--- config.mk ---
export PLATFORM = sky130hd
export DESIGN_NAME = fp32_multiplier
export DESIGN_NICKNAME = d
export VERILOG_FILES = /design/src/rtl/fp32_multiplier.sv
export SDC_FILE = /design/constraint.sdc
export NUM_CORES = 2
export LEC_CHECK = 0
export ABC_AREA = 1
export CAP_MARGIN = 0
export CORE_MARGIN = 3
export CORE_UTILIZATION = 59
export DETAILED_ROUTE_END_ITERATION = 10
export PLACE_DENSITY = 0.81
export SYNTH_ARGS = -nofsm -noshare
export SYNTH_HDL_FRONTEND = slang
export SYNTH_SLANG_ARGS = --single-unit
--- constraint.sdc ---
create_clock -name control -period 11.4 [get_ports control]
set_input_delay 3.42 -clock control [delete_from_list [all_inputs] [get_ports control]]
set_output_delay 3.42 -clock control [all_outputs]
set_load 0.03 [all_outputs]
--- src/rtl/fp32_multiplier.sv ---
// Single-precision IEEE-754 multiplier with a one-cycle registered result.
// Denormal operands are flushed to zero and results round to nearest-even.
module fp32_multiplier (
  input  logic        control,
  input  logic        reset,
  input  logic [31:0] A,
  input  logic [31:0] B,
  output logic [31:0] out,
  output logic        exception
);

  logic        sign;
  logic [7:0]  exp_a;
  logic [7:0]  exp_b;
  logic [22:0] frac_a;
  logic [22:0] frac_b;

  logic        zero_a;
  logic        zero_b;
  logic        inf_a;
  logic        inf_b;
  logic        nan_a;
  logic        nan_b;

  logic [23:0] mant_a;
  logic [23:0] mant_b;
  logic [47:0] product;

  logic signed [9:0] exp_sum;
  logic signed [9:0] exp_norm;
  logic signed [9:0] exp_final;

  logic [23:0] mant_norm;
  logic        guard_bit;
  logic        round_bit;
  logic        sticky_bit;
  logic        round_up;
  logic [24:0] mant_rounded;
  logic [22:0] frac_final;

  logic [31:0] result;
  logic        result_exc;

  assign sign   = A[31] ^ B[31];
  assign exp_a  = A[30:23];
  assign exp_b  = B[30:23];
  assign frac_a = A[22:0];
  assign frac_b = B[22:0];

  assign zero_a = (exp_a == 8'd0);
  assign zero_b = (exp_b == 8'd0);
  assign inf_a  = (exp_a == 8'hFF) && (frac_a == 23'd0);
  assign inf_b  = (exp_b == 8'hFF) && (frac_b == 23'd0);
  assign nan_a  = (exp_a == 8'hFF) && (frac_a != 23'd0);
  assign nan_b  = (exp_b == 8'hFF) && (frac_b != 23'd0);

  assign mant_a  = {1'b1, frac_a};
  assign mant_b  = {1'b1, frac_b};
  assign product = {24'd0, mant_a} * {24'd0, mant_b};

  // Ten signed bits leave headroom for both overflow and underflow detection.
  assign exp_sum = $signed({2'b00, exp_a}) + $signed({2'b00, exp_b}) - 10'sd127;

  always_comb begin
    if (product[47]) begin
      mant_norm  = product[47:24];
      guard_bit  = product[23];
      round_bit  = product[22];
      sticky_bit = |product[21:0];
      exp_norm   = exp_sum + 10'sd1;
    end else begin
      mant_norm  = product[46:23];
      guard_bit  = product[22];
      round_bit  = product[21];
      sticky_bit = |product[20:0];
      exp_norm   = exp_sum;
    end
  end

  assign round_up     = guard_bit & (round_bit | sticky_bit | mant_norm[0]);
  assign mant_rounded = {1'b0, mant_norm} + {24'd0, round_up};

  // A carry out of rounding leaves the mantissa at exactly 2.0.
  always_comb begin
    if (mant_rounded[24]) begin
      frac_final = mant_rounded[23:1];
      exp_final  = exp_norm + 10'sd1;
    end else begin
      frac_final = mant_rounded[22:0];
      exp_final  = exp_norm;
    end
  end

  always_comb begin
    result     = {sign, exp_final[7:0], frac_final};
    result_exc = 1'b0;
    if (nan_a || nan_b || (inf_a && zero_b) || (inf_b && zero_a)) begin
      result     = 32'h7FC00000;
      result_exc = 1'b1;
    end else if (inf_a || inf_b) begin
      result     = {sign, 8'hFF, 23'd0};
      result_exc = 1'b1;
    end else if (zero_a || zero_b) begin
      result     = {sign, 31'd0};
      result_exc = 1'b0;
    end else if (exp_final >= 10'sd255) begin
      result     = {sign, 8'hFF, 23'd0};
      result_exc = 1'b1;
    end else if (exp_final <= 10'sd0) begin
      result     = {sign, 31'd0};
      result_exc = 1'b0;
    end
  end

  always_ff @(posedge control) begin
    if (reset) begin
      out       <= 32'h00000000;
      exception <= 1'b0;
    end else begin
      out       <= result;
      exception <= result_exc;
    end
  end

endmodule

==> parameters.txt <==
Parameter                              Value

Synth
  Count of unique library cells instantiated by Yosys    48
  Synthesis-stage register bit count    33
  Cell area after synthesis    24800 sq um
  Number of flops mapped to enable cells by yosys    0
  Cell type contributing the most total cell area after synthesis    sky130_fd_sc_hd__fa_1
  Synth async-reset ratio    0%
  Number of cells produced by synthesis    about 3600
  Cell types with the largest area share after synthesis    sky130_fd_sc_hd__fa_1 (39%), sky130_fd_sc_hd__nand2_1 (18%), sky130_fd_sc_hd__inv_1 (16%)
  Most frequent cells after synthesis    sky130_fd_sc_hd__nand2_1 (1160), sky130_fd_sc_hd__inv_1 (1079), sky130_fd_sc_hd__fa_1 (483)
  Portion of the post-synthesis area used by sequential elements    about 2.7%
  Mapped Nets    4320
  Post-synth top flop    sky130_fd_sc_hd__dfxtp_1
  Most common cell in the synthesized netlist    sky130_fd_sc_hd__nand2_1
  Synth top area share    about two fifths
  Average instance area after synthesis    6.92 sq um
  Yosys synthesis warning count    0

Critical path
  Arrival @ worst endpoint    11.57 ns
  Crit Path Max Fanout    15
  CP startpoint    A[13]
  WP data required    11.61 ns
  Top cell by count, worst path    sky130_fd_sc_hd__nand2_1
  Critical-path top delay cell    sky130_fd_sc_hd__fa_1
  Endpoint type of the worst setup path    flop
  Crit path largest cell delay    roughly 0.6 ns
  Worst setup path class    input port to flop
  Critical path startpoint category    input port

Floorplanning
  Die span in y    211 microns
  Initial core utilization    approximately three fifths
  # IOs    between 90 and 100
  Num rows    74
  Core area    41200 sq um
  Die width    roughly 210 microns
  Total Die Area    44500 sq um

Drt
  Via density    5.36
  Via count    23900
  Wire length after detailed routing    a little under 80000 microns
  Number of design rule violations left after detail routing    0
  Number of DRC markers in iteration 0    2376
  Drt first pass iters    10
  Routed wirelength normalized by instance count    17.7 microns
  Final antenna-violating net count    0

Global routing
  Number of antenna violations at the first check in global routing    3
  Grt ovf    0
  Global-route usage over all layers    29.9%
  Largest net degree at the start of global routing    36
  Vias in the first global route    23200
  Wire length of the first global-routing pass    around 110000 microns

STA
  Aggregate negative setup slack    0 ns
  Hold Violations, Final    0
  Smallest hold slack    3.82 ns
  Pin slew with the least headroom to its limit    ~1.2 ns
  Ratio of final minimum period to clock period    between 90% and 100%
  Number of max-slew violations in the final report    0
  Final min period    about 11 ns
  Total setup violations reported at the end of the flow    0
  Max-slew headroom    18.8%
  FMAX    just under 90 MHz

Clock network
  CTS root buf    sky130_fd_sc_hd__clkbuf_16
  Clock-pin slew of the registers on the worst-case setup and hold paths    about 0.050 ns
  Number of buffers on the longest clock path    2
  Total clock buffers created by CTS    5
  Total number of H-tree levels    2
  Sink Count    33
  Clock tree from TritonCTS    yes

Placement
  Total cell area at the placement stage    28600 sq um
  Placed wire-length estimate after detailed placement    56800 microns
  IO Port Bufs    about 100
  RePlAce Congestion    around 0.97

Job
  Maxcap violations    0

Layout
  Post-route core utilization    73.3%
  Layout Area Growth over Synthesis    21.9%
  Filler instances    2780
  Share of cells above drive strength 1    14.1%
  Finished layout cell area    between 30000 and 40000 sq um
  Nets    4674

Hold path
  Worst min-delay path class    input port to flop
  Hold Crit Start    A[31]

Status
  Status    complete, no violations
## per-stage QoR
stage	instances	worst slack [ns]
floorplan	3580	0.0364
global placement	4393	-0.206
detailed placement	4393	-0.324
CTS	4401	0.0197
global route	4467	-0.276
finish	4468	0.0391
## logic make-up (layout without fill, tap and decap cells)
| kind of cell | Yosys count | in the layout | share of synthesized area, % |
|---|---|---|---|
| AO/OA/AOI/OAI | 80 | 80 | 1.87 |
| XOR/XNOR | 50 | 50 | 1.77 |
| adder cells (fa/ha/maj) | 674 | 674 | 48.7 |
| buffers and inverters | 1209 | 1563 | 18.7 |
| flip-flops | 33 | 33 | 2.67 |
| other | 0 | 1 | 0 |
| AND/OR/NAND/NOR | 1534 | 1535 | 26.3 |
## final cells by class
type	count	area (sq um)	area share [%]
tap	532	666	2.20
clock buffer	7	143	0.472
clock inverter	1	30.0	0.0994
timing repair buffer	462	4760	15.8
multi-input combinational	2339	19800	65.7
antenna	1	2.50	0.00828
inverter	1093	4110	13.6
sequential	33	661	2.19
## per-layer routing
layer | vias to the layer above | track usage [%] | share of wire (%)
met1 | 11200 | 39.4 | 35
met4 | 2 | 8.80 | 7.8
met5 | - | 0 | 0.051
met3 | 486 | 3.42 | 10
met2 | 1434 | 52.6 | 47
li1 | 10800 | - | -
## registers in the layout, summed over array words and instances (netlist names)
name and flops:
out 32, exception 1
## worst max-delay path: cells and delay by family
family	cells	cell delay [ns]
compound gates	2	0.18
xor+xnor	1	0.16
fa+ha+maj	9	4.21
buf+inv	8	1.12
simple gates	23	2.46
## repair_timing
item,4_1_cts,5_1_grt
resized for setup,6,148
hold buffers,0,0
cloned,0,25
endpoints found under the setup margin,23,32
setup buffers,0,41
pin swaps,1,64
## final timing paths
kind	end	slack, ns	depth (start not counted)
worst max-delay path	out[22]$_SDFF_PP0_	0.04	43
worst min-delay path	out[31]$_SDFF_PP0_	3.82	3
## cells in the final DEF, fill, tap and decap left out, drive strengths merged
cell,Yosys,final
a2111oi,2,2
and3,1,1
ha,191,191
xor2,39,39
and2,3,3
or4,1,1
nand3b,5,5
fa,483,483
diode,0,1
nand3,87,88
clkbuf,104,34
o21a,2,2
nor3,28,28
xnor2,11,11
dlymetal6s2s,0,41
a21o,1,1
o21ai,23,23
bufinv,0,1
dfxtp,33,33
inv,1091,1091
nor3b,6,6
nor2,148,148
o31ai,1,1
clkinv,2,2
a31oi,1,1
a21oi,43,43
o21bai,7,7
nor4,15,15
nand2,1193,1193
nand4,41,41
clkdlybuf4s50,0,52
or2,6,6
buf,12,342
Power is left out: the tool's default activity adds up to more than one toggle a clock period on the data nets, which glitch-free logic cannot reach.
